[src/rtl/riscv_pipe_skid.sv]
// rtl/riscv_pipe_skid.sv - elastic two-entry skid pipeline register for the RV32I core
//
// Purpose: carries NCH channels of XLEN bits between pipeline stages with a
// valid/ready handshake. A main entry drives o_data and a skid entry absorbs
// the one extra beat that arrives while downstream stalls. Because the skid
// entry can catch that beat, o_ready can be a flop with no combinational path
// from i_ready.
//
// Ports:
//   i_clk    - clock, all state updates on the rising edge
//   i_rst    - asynchronous active-high reset
//   i_flush  - synchronous flush, discards held and incoming data
//   i_valid  - upstream payload valid
//   o_ready  - stage accepts data this cycle (registered)
//   i_data   - upstream payload, channel k at [k*XLEN +: XLEN]
//   o_valid  - output payload valid
//   i_ready  - downstream accepts o_data this cycle
//   o_data   - output payload, always the main entry
//   o_level  - occupancy 0..2
module riscv_pipe_skid #(
  parameter int unsigned     XLEN          = 32,
  parameter int unsigned     NCH           = 3,
  parameter logic [XLEN-1:0] REGISTER_INIT = '0
) (
  input  logic                i_clk,
  input  logic                i_rst,
  input  logic                i_flush,
  input  logic                i_valid,
  output logic                o_ready,
  input  logic [NCH*XLEN-1:0] i_data,
  output logic                o_valid,
  input  logic                i_ready,
  output logic [NCH*XLEN-1:0] o_data,
  output logic [1:0]          o_level
);

  localparam int unsigned    W         = NCH * XLEN;
  localparam logic [W-1:0]   INIT_WORD = {NCH{REGISTER_INIT}};

  // Encoding doubles as the occupancy count driven on o_level.
  typedef enum logic [1:0] {
    ST_EMPTY = 2'd0,
    ST_BUSY  = 2'd1,
    ST_FULL  = 2'd2
  } state_t;

  state_t         state;
  state_t         state_nxt;
  logic [W-1:0]   main_q;
  logic [W-1:0]   skid_q;
  logic           in_fire;
  logic           out_fire;

  assign in_fire  = i_valid & o_ready;
  assign out_fire = o_valid & i_ready;
  assign o_data   = main_q;

  always_comb begin
    state_nxt = state;
    unique case (state)
      ST_EMPTY: begin
        if (in_fire) state_nxt = ST_BUSY;
      end
      ST_BUSY: begin
        if (in_fire && !out_fire)      state_nxt = ST_FULL;
        else if (!in_fire && out_fire) state_nxt = ST_EMPTY;
      end
      ST_FULL: begin
        if (out_fire) state_nxt = ST_BUSY;
      end
      default: state_nxt = ST_EMPTY;
    endcase
    // Flush wins over any handshake; a simultaneous out_fire is treated as
    // already consumed downstream, so nothing is re-presented.
    if (i_flush) state_nxt = ST_EMPTY;
  end

  always_ff @(posedge i_clk or posedge i_rst) begin
    if (i_rst) begin
      state   <= ST_EMPTY;
      main_q  <= INIT_WORD;
      skid_q  <= INIT_WORD;
      o_ready <= 1'b0;
      o_valid <= 1'b0;
      o_level <= 2'd0;
    end else begin
      state   <= state_nxt;
      // Outputs are registered copies of the next-state decode so that
      // o_ready never sees i_ready combinationally.
      o_ready <= (state_nxt != ST_FULL);
      o_valid <= (state_nxt != ST_EMPTY);
      o_level <= state_nxt;
      if (i_flush) begin
        main_q <= INIT_WORD;
        skid_q <= INIT_WORD;
      end else begin
        unique case (state)
          ST_EMPTY: begin
            if (in_fire) main_q <= i_data;
          end
          ST_BUSY: begin
            if (in_fire && out_fire)       main_q <= i_data;
            else if (in_fire && !out_fire) skid_q <= i_data;
          end
          ST_FULL: begin
            if (out_fire) main_q <= skid_q;
          end
          default: begin
            main_q <= INIT_WORD;
            skid_q <= INIT_WORD;
          end
        endcase
      end
    end
  end

endmodule
[config.mk]
export PLATFORM = sky130hd
export DESIGN_NAME = riscv_pipe_skid
export DESIGN_NICKNAME = d
export VERILOG_FILES = /design/src/rtl/riscv_pipe_skid.sv
export SDC_FILE = /design/constraint.sdc
export NUM_CORES = 1
export LEC_CHECK = 0
export ABC_CLOCK_PERIOD_IN_PS = 14900
export BUFFER_PORTS_ARGS = -buffer_cell sky130_fd_sc_hd__clkbuf_2
export CAP_MARGIN = 10
export CORE_MARGIN = 5
export CORE_UTILIZATION = 45
export CTS_BUF_LIST = sky130_fd_sc_hd__clkbuf_4
export DETAILED_ROUTE_END_ITERATION = 8
export MAX_ROUTING_LAYER = met4
export PLACE_DENSITY_LB_ADDON = 0.12
export SYNTH_ARGS = -nofsm -noshare
export SYNTH_HDL_FRONTEND = slang
export SYNTH_SLANG_ARGS = --single-unit
[constraint.sdc]
create_clock -name i_clk -period 14.9 [get_ports i_clk]
set_clock_uncertainty 0.2 [all_clocks]
set_input_delay 2.98 -clock i_clk [delete_from_list [all_inputs] [get_ports i_clk]]
set_output_delay 2.98 -clock i_clk [all_outputs]
set_load 0.005 [all_outputs]
==> impl_results.md, run 1 <==
* Timing-limited maximum frequency at around 210 MHz
* Sequential area share after synthesis at 55.0%
* Status: finished, final reports clean
* Number of flops mapped to enable cells by yosys at 0
* Num ports at 201
* Post-route insts no fill at roughly 1,200
* Post-synth ARST share at 100%
* Final Hold Viols at 0
* Final Wtd Congestion at 0.752
* DRC viols at 0
* CTS buffer count at 17
* Kind of start point of the critical path: register
* Final TNS setup at 0 ps
* Clock slew at reported path FFs at 150 ps
* HP Class: register to register
* Crit. End Element: primary output
* Syn Nets at 865
* Synthesized area at 0.00891 mm^2
* Initial Utilization at 45.8%
* Detailed Routing Iterations Pass 1 at 5
* Post-Syn Area per Cell at 11.7 um^2
* GRT Total Usage at 20.3%
* Worst Setup Path Type: register to primary output
* Most common cell after layout, fill and taps aside: clkbuf_2
* CTS tree: done
* Post-synth top flop: dfrtp_1
* Max-slew violations at 0
* Relative slew slack at 26.7%
* Vias in the first global route at roughly 6,500
* Power density over cell area at 104 mW/mm^2
* Core area at roughly 0.019 mm^2
* CTS max path bufs at 2
* Sequential share of power at about 56%
* Post-CTS setup repair buffer count at 0
* Switching power at 0.309 mW
* Most frequent cells in the layout: 199 x clkbuf_2, 195 x dfrtp_1, 99 x a21oi_1, 96 x a22o_1, 53 x nor2_1
* Tot Pwr at 1.07 mW
* Die Span Y at 151 um
* Clock group share of total power at 27.0%
* H-tree depth at 4
* CTS root buf: clkbuf_4
* Site row count at 51
* ANT nets after route at 0
* Clk sinks at between 150 and 200
* Layout cells sized above 1 at 32.0%
* Detailed-placement wirelength estimate at 13,500 um
* Sw frac at roughly 29%
* Die width at 151 um
* Global-route wire length before repair at 35,500 um
* Fill cell count at 1,822
* 1st-iter DRT viols at 411
* Average routed wire per standard cell at 18.3 um
* Final setup fails at 0
* Worst hold slack at 302 ps
* Area delta synth->final at 15.5%
* Total grt overflow at 0
* Cell count after synthesis at 764
* Tmin final at approximately 4700 ps
* CP arrival at about 1600 ps
* DR vias at 6,435
* Seq cells post-synth at about 200
* Final setup margin at 10,160 ps
* Pre-CTS setup slack at about 9600 ps
* Fin nets at between 1,000 and 1,500
* RSZ-0062 raised after global routing: no
* P_int at 0.765 mW
* Post-CTS Hold Buffers at 0
* DR vias/cell at 5.35
* Crit-path max FO at 51
* Reported max-cap violation count at 0
* Worst Tran Pin Value at roughly 1100 ps
* Post-Route WL at 22,000 um
* Die ar. at 0.0227 mm^2
* Worst vdd ir at 0.0000552 V
* Placed cell count at 1,170
* Largest net degree at the start of global routing at 124
* Initial antenna violation count at 1
* Synth Warn # at 0
* Netlist cell types at 24
* Leakage at 5.11 nW
* Tcrit/Tclk final at 31.8%
* Clock Latency Late Sink at 560 ps
* Post-CTS resize count at 0
* Combinational share of power at 17.1%
* Number of port buffers at 200
* Critical Path RT at 11,720 ps
[sequential cells by signal, summed over array words and instances, names as in the netlist]
signal   count
o_data      96
o_valid      1
state        2
skid_q      96
o_ready      1
[Yosys cell counts, types with 2 or more instances]
cell / instances / share of area [%]
a21oi_2: 2 / 0.20
dfrtp_1: 196 / 55
a21oi_1: 99 / 5.6
nand3b_1: 44 / 3.7
nand2b_1: 44 / 3.1
nor2_1: 53 / 2.2
inv_1: 2 / 0.084
nor2b_1: 53 / 3.7
buf_2: 29 / 1.6
buf_4: 6 / 0.51
nand3_1: 2 / 0.11
clkbuf_1: 28 / 1.2
mux2_1: 46 / 5.8
nand2_1: 2 / 0.084
mux2_2: 50 / 6.3
buf_6: 5 / 0.63
a22o_1: 96 / 9.4
[worst max-delay path, stage by stage (launching register included)]
cell and delay (ps):
dfrtp_1 350, buf_4 430, clkbuf_2 230
[routing by layer]
layer / share of wire, % / vias up / global-route usage, %
met3: 5.4 / 19 / 4.79
met5: 0 / - / -
li1: - / 3017 / -
met2: 47 / 154 / 30.1
met4: 1.2 / 0 / 5.17
met1: 47 / 3245 / 28.5
[area by class of cell]
| type | count | area [um^2] | area share, % |
|---|---|---|---|
| well taps | 265 | 332 | 3.22 |
| flip-flops and latches | 196 | 4910 | 47.7 |
| diodes | 1 | 2.50 | 0.0243 |
| clock buffers | 18 | 135 | 1.31 |
| inverters | 2 | 15.0 | 0.146 |
| clock inverters | 14 | 153 | 1.48 |
| repair buffers | 210 | 1080 | 10.5 |
| multi-input cells | 497 | 3670 | 35.6 |
[stage by stage]
| step | cell area, um^2 | util (%) |
|---|---|---|
| after CTS | 10300 | 52.9 |
| after global placement | 10000 | 51.4 |
| final | 10300 | 52.9 |
| after detailed placement | 10000 | 51.4 |
| after floorplan | 8910 | - |
| after global routing | 10300 | 52.9 |
[cell families after synthesis]
logic type	Yosys count	synth area share, %
buf+inv	71	4.07
mux	96	12.1
simple gates	199	13.2
compound gates	202	15.6
flops	196	55.0
[power by group through the flow]
stage | clock [mW] | combinational (mW) | sequential, mW
6_report | 0.290 | 0.184 | 0.600
5_1_grt | 0.324 | 0.205 | 0.606
4_1_cts | 0.303 | 0.188 | 0.601
3_5_place_dp | 0 | 0.188 | 0.610
3_3_place_gp | 0 | 0.185 | 0.610
2_1_floorplan | 0 | 0.113 | 0.606
[final timing paths]
| kind | slack, ps | start | depth (start not counted) | endpoint |
|---|---|---|---|---|
| worst max-delay path | 10160 | state[0] | 2 | o_level[0] |
| worst min-delay path | 300 | o_data[90] | 1 | o_data[90] |
| worst max register to register | 11540 | state[1] | 6 | o_data[31] |
| worst min register to register | 300 | o_data[90] | 1 | o_data[90] |
| max in group asynchronous | 10590 | i_rst | 3 | o_data[15] |
| min in group asynchronous | 2320 | i_rst | 2 | o_data[28] |
No activity file was read; power rests on OpenSTA's default activity.
==> inputs of run 2 (changes only) <==
--- a/config.mk
+++ b/config.mk
@@ -5,7 +5,8 @@
 export SDC_FILE = /design/constraint.sdc
 export NUM_CORES = 1
 export LEC_CHECK = 0
-export ABC_CLOCK_PERIOD_IN_PS = 14900
+export ABC_AREA = 1
+export ABC_CLOCK_PERIOD_IN_PS = 4550
 export BUFFER_PORTS_ARGS = -buffer_cell sky130_fd_sc_hd__clkbuf_2
 export CAP_MARGIN = 10
 export CORE_MARGIN = 5
==> constraint.sdc (replaced) <==
create_clock -name i_clk -period 4.55 [get_ports i_clk]
set_clock_uncertainty 0.2 [all_clocks]
set_input_delay 0.91 -clock i_clk [delete_from_list [all_inputs] [get_ports i_clk]]
set_output_delay 0.91 -clock i_clk [all_outputs]
set_load 0.005 [all_outputs]
==> impl_results.md, run 2 <==
* Status: finished, final reports clean
* DR vias/cell at 5.25
* Total grt overflow at 0
* Global-route wire length before repair at 44,600 um
* Synth top area share at 52.0%
* Synth Warn # at 0
* Largest area contributor in the netlist: dfrtp_1
* ANT nets after route at 0
* Area delta synth->final at 14.8%
* Reg-to-reg endpoint: skid_q[58]
* Syn Nets at 1,336
* Post-CTS resize count at 0
* RSZ-0062 raised after global routing: no
* CTS buffer count at 17
* Die width at 155 um
* Crit-path max FO at 59
* H-tree depth at 4
* Number of flops mapped to enable cells by yosys at 0
* Post-synth ARST share at 100%
* Final setup fails at 0
* GRT Total Usage at 23.3%
* Post-CTS Hold Buffers at 0
* Die ar. at 0.0240 mm^2
* Post-CTS setup repair buffer count at 0
* Max-slew violations at 0
* Core area at 0.0208 mm^2
* Fill cell count at 2,109
* Slowest cell delay on critical path at 770 ps
* CTS max path bufs at 2
* Detailed-placement wirelength estimate at 15,400 um
* Reg2reg path depth at 6
* Clk sinks at around 200
* Clock Latency Late Sink at 560 ps
* Most frequent cell after synthesis: nand2_1
* Number of port buffers at 200
* Detailed Routing Iterations Pass 1 at 5
* Kind of start point of the critical path: register
* CTS root buf: clkbuf_4
* Reported max-cap violation count at 0
* Num ports at 201
* Multi-input logic area at 0.00411 mm^2
* FF/Latch Area at 0.00490 mm^2
* Worst vdd ir at between 0.0002 and 0.00025 V
* Critical Path RT at 4850 ps
* Flop-to-flop setup slack at 1440 ps
* Site row count at between 50 and 60
* Seq cells post-synth at 196
* Post-synth top cells: 539 x nand2_1, 289 x nand3_1, 196 x dfrtp_1, 54 x nor2_1, 45 x nand3b_1
* Post-Syn Area per Cell at 7.64 um^2
* Average routed wire per standard cell at between 15 and 20 um
* Final TNS setup at 0 ps
* Final Wtd Congestion at 0.758
* Tcrit/Tclk final at 68.4%
* Layout cells sized above 1 at 18.4%
* Clock slew at reported path FFs at 160 ps
* Worst Tran Pin Value at between 1000 and 1500 ps
* Power density over cell area at 342 mW/mm^2
* Post-synth top flop: dfrtp_1
* Final Hold Viols at 0
* RR Startpoint: state[0]
* Worst path cell trace: inv_2 -> a21oi_1 -> nand2_4 -> buf_4 -> nand3_1 -> nand2_1
* Top post-synthesis cells by area: dfrtp_1 52%, nand2_1 21%, nand3_1 15%
* Netlist cell types at 17
* HP Class: input port to async pin
* CP arrival at ~3400 ps
* Leakage at 6.27 nW
* Sequential area share after synthesis at 52.0%
* 1st-iter DRT viols at between 700 and 800
* Timing-limited maximum frequency at 321 MHz
* Largest net degree at the start of global routing at 100
* Crit-path slowest cell: inv_2
* Post-Route WL at 26,800 um
* Vias in the first global route at 8,604
* Synthesized area at between 0.009 and 0.01 mm^2
* Cell count after synthesis at 1,235
* Initial Utilization at 45.3%
* Tot Pwr at 3.71 mW
* Relative slew slack at 24.1%
* Most common cell after layout, fill and taps aside: nand2_1
* Tmin final at 3110 ps
* Die Span Y at 155 um
* DR vias at 8,702
* Worst Setup Path Type: register to register
* CP startpoint: state[0]
* DRC viols at 0
* Most frequent cells in the layout: 535 x nand2_1, 288 x nand3_1, 200 x clkbuf_2, 196 x dfrtp_1, 53 x nor2_1
* Fin nets at between 1,000 and 1,500
* Crit. End Element: register
* Initial antenna violation count at 1
* CP endpoint: skid_q[58]
* CTS tree: done
-- run 2: cell count changes after synthesis, sizes merged, moves of 2 or more --
cell,before,now
nand2,2,539
nand3,2,289
a21oi,101,3
a22o,96,0
mux2,96,0
nor2b,53,0
nand2b,44,0
buf,41,57
clkbuf,28,42
inv,2,6
nor2,53,55
-- run 2: worst max-delay path, delay by kind of cell, from the launching register on --
family	cells	cell delay, ps
buffers and inverters	2	1400
AND/OR/NAND/NOR	3	690
AO/OA/AOI/OAI	1	200
flip-flops	1	500
-- run 2: per-stage QoR --
step	hold WS (ps)	setup WS [ps]	cells	instance area [um^2]	util, %
final	308	1440	1657	10800	52.0
after global routing	307	1180	1657	10800	52.0
after CTS	279	1450	1655	10800	52.0
after detailed placement	292	1480	1625	10500	50.5
after global placement	288	1500	1625	10500	50.5
after floorplan	276	908	1235	9440	-
-- run 2: layout make-up --
cell class                 instances  area share (%)
multi-input combinational        933            37.9
clock inverter                    13            1.66
antenna                            2          0.0462
sequential                       196            45.3
timing repair buffer             214            10.4
clock buffer                      17            1.18
inverter                           7           0.289
tap                              275            3.18
-- run 2: how the worst min path moves through the flow --
stage | from | to | slack [ps] | cells past startpoint
after floorplan | skid_q[0] | skid_q[0] | 280 | 2
after global placement | skid_q[14] | skid_q[14] | 290 | 2
after detailed placement | o_data[54] | o_data[54] | 290 | 2
after CTS | i_rst | skid_q[83] | 280 | 2
after global routing | i_rst | skid_q[83] | 310 | 2
final | i_rst | skid_q[83] | 310 | 2
-- run 2: report_power, final --
part,internal [mW],leakage (nW),switching [mW]
Sequential,1.89,2.62,0.0912
Combinational,0.227,3.50,0.476
Clock,0.430,0.153,0.595
Total,2.55,6.27,1.16
-- run 2: metal layers --
layer / vias to the layer above / routed length [um] / global-route usage (%)
met4: 0 / 260 / 5.21
met2: 256 / 12300 / 35.4
met1: 4187 / 12600 / 33.0
met5: - / 0 / -
li1: 4244 / - / -
met3: 15 / 1600 / 3.83
-- run 2: kinds of logic (layout without fill, tap and decap cells) --
group	Yosys count	after routing	synth area share, %
compound gates	5	5	0.345
buf+inv	106	251	5.11
flops	196	196	52.0
other cells	0	2	0
simple gates	928	928	42.6
==> inputs of run 3 (changes only) <==
--- a/config.mk
+++ b/config.mk
@@ -6,7 +6,7 @@
 export NUM_CORES = 1
 export LEC_CHECK = 0
 export ABC_AREA = 1
-export ABC_CLOCK_PERIOD_IN_PS = 4550
+export ABC_CLOCK_PERIOD_IN_PS = 2520
 export BUFFER_PORTS_ARGS = -buffer_cell sky130_fd_sc_hd__clkbuf_2
 export CAP_MARGIN = 10
 export CORE_MARGIN = 5
==> constraint.sdc (replaced) <==
create_clock -name i_clk -period 2.52 [get_ports i_clk]
set_clock_uncertainty 0.2 [all_clocks]
set_input_delay 0.504 -clock i_clk [delete_from_list [all_inputs] [get_ports i_clk]]
set_output_delay 0.504 -clock i_clk [all_outputs]
set_load 0.005 [all_outputs]
==> impl_results.md, run 3 (synthesis gave the netlist of run 2 again) <==
* ANT nets after route at 0
* Largest net degree at the start of global routing at 97
* Worst Tran Pin Value at about 600 ps
* Global-route wire length before repair at around 46,000 um
* Relative slew slack at between 60 and 70%
* Initial Utilization at a little under half
* Sequential share of power at around 54%
* Util after Layout at 56.3%
* Number of port buffers at 200
* Clock group share of total power at 25.3%
* CTS max path bufs at 2
* Area delta synth->final at 24.2%
* CTS buffer count at 17
* Num ports at 201
* Post-CTS setup repair buffer count at 0
* Worst vdd ir at approximately 0.00029 V
* Final setup fails at 0
* Die ar. at 0.0240 mm^2
* Clock slew at reported path FFs at 160 ps
* Critical Path RT at 1820 ps
* Clk sinks at 196
* Die Span Y at about 150 um
* H-tree depth at 4
* Tmin final at 2010 ps
* 1st-iter DRT viols at 617
* Pre-CTS setup slack at a little under 500 ps
* Crit-path slowest cell: dfrtp_1
* Most frequent cells in the layout: 535 x nand2_1, 288 x nand3_1, 200 x clkbuf_2, 196 x dfrtp_1, 70 x dlygate4sd3_1
* CTS root buf: clkbuf_4
* Layout cells sized above 1 at 18.3%
* Status: finished, final reports clean
* Timing-limited maximum frequency at 498 MHz
* Leakage at 6.66 nW
* DR vias/cell at 5.15
* Worst Setup Path Type: register to primary output
* Fin nets at about 1,600
* Switching power at roughly 2.2 mW
* Met3 routed WL at about 1700 um
* Crit path depth at 1
* Die width at 155 um
* Flop-to-flop setup slack at 560 ps
* CTS tree: done
* Most common cell after layout, fill and taps aside: nand2_1
* Detailed Routing Iterations Pass 1 at 5
* Top routing layer in use: met4
* Reported max-cap violation count at 0
* DR vias at 8,960
* Reg2reg path depth at 6
* Area post-placement at approximately 0.011 mm^2
* CP arrival at 1300 ps
* Delay-heaviest family, CP: flip-flops
* Combinational share of power at 21.2%
* DRC viols at 0
* Site row count at 53
* Worst path cell trace: clkbuf_2
* Slowest cell delay on critical path at between 500 and 600 ps
* Met2 wire len at 12,600 um
* Metal-1 WL at 12,600 um
* Total grt overflow at 0
* HP Class: input port to register
* Final setup margin at 511 ps
* Clock Latency Late Sink at 570 ps
* Crit path buf inv count at 1
* Power density over cell area at 571 mW/mm^2
* Average routed wire per standard cell at 15.7 um
* Crit. End Element: primary output
* Tcrit/Tclk final at between 70% and 80%
* Post-Route WL at roughly 27,000 um
* Final Wtd Congestion at 0.789
* Worst hold slack at 56.7 ps
* Post-route cell area at between 0.01 and 0.015 mm^2
* Core area at 0.0208 mm^2
* Tot Pwr at ~6.7 mW
* Vias in the first global route at a little under 9,000
* Kind of start point of the critical path: register
* Max-slew violations at 0
* Initial antenna violation count at 1
* Post-CTS resize count at 0
* Detailed-placement wirelength estimate at 16,000 um
* P_int at 4.46 mW
* RSZ-0062 raised after global routing: no
* Crit-path max FO at 5
* GRT Total Usage at between 20% and 30%
* Worst hold path depth at 5
* Sw frac at roughly 33%
* Final Hold Viols at 0
-- run 3: cell count changes in the layout (fill, tap and decap cells not counted), sizes merged --
cell / change
buf: +11
bufinv: -3
clkinv: +2
diode: -1
dlygate4sd3: +70
inv: +3
-- run 3: worst min-delay path, cell delays in order --
cell and delay (ps):
clkbuf_2 80, nand2_1 50, nand2_1 60, nand2_1 50, nand2_1 50
-- run 3: power by group through the flow --
stage / logic [mW] / registers, mW / clock network, mW
6_report: 1.42 / 3.58 / 1.69
5_1_grt: 1.59 / 3.61 / 1.86
4_1_cts: 1.44 / 3.58 / 1.76
3_5_place_dp: 1.35 / 3.64 / 0
3_3_place_gp: 1.34 / 3.64 / 0
2_1_floorplan: 0.765 / 3.62 / 0
-- run 3: path summary, 6_finish.rpt --
path	start	end
worst max register to register	state[0]	o_data[32]
min in group asynchronous	i_rst	o_data[87]
worst min-delay path	i_data[70]	o_data[70]
max in group asynchronous	i_rst	o_data[4]
worst max-delay path	state[0]	o_level[0]
worst min register to register	skid_q[68]	skid_q[68]
-- run 3: metal layers --
layer  GRT usage, %  vias up
met1           33.6     4234
met3           4.22       21
met4           5.13        0
li1               -     4398
met5              -        -
met2           36.4      307
-- run 3: what timing repair did --
action / in CTS / in global routing
setup endpoints to repair: 0 / 0
endpoints found under the hold margin: 315 / 0
hold buffers: 70 / 0
-- run 3: cell type report --
type	count	area (um^2)
inverter	7	31.3
tap	275	344
clock buffer	17	128
antenna	1	2.50
timing repair buffer	295	2050
sequential	196	4900
fill	2046	9110
multi-input combinational	933	4110
clock inverter	15	146
-- run 3: stage by stage --
step / cells / TNS, ps
final: 1739 / 0
after floorplan: 1235 / -140410
after CTS: 1738 / 0
after global routing: 1739 / 0
after detailed placement: 1636 / 0
after global placement: 1636 / 0
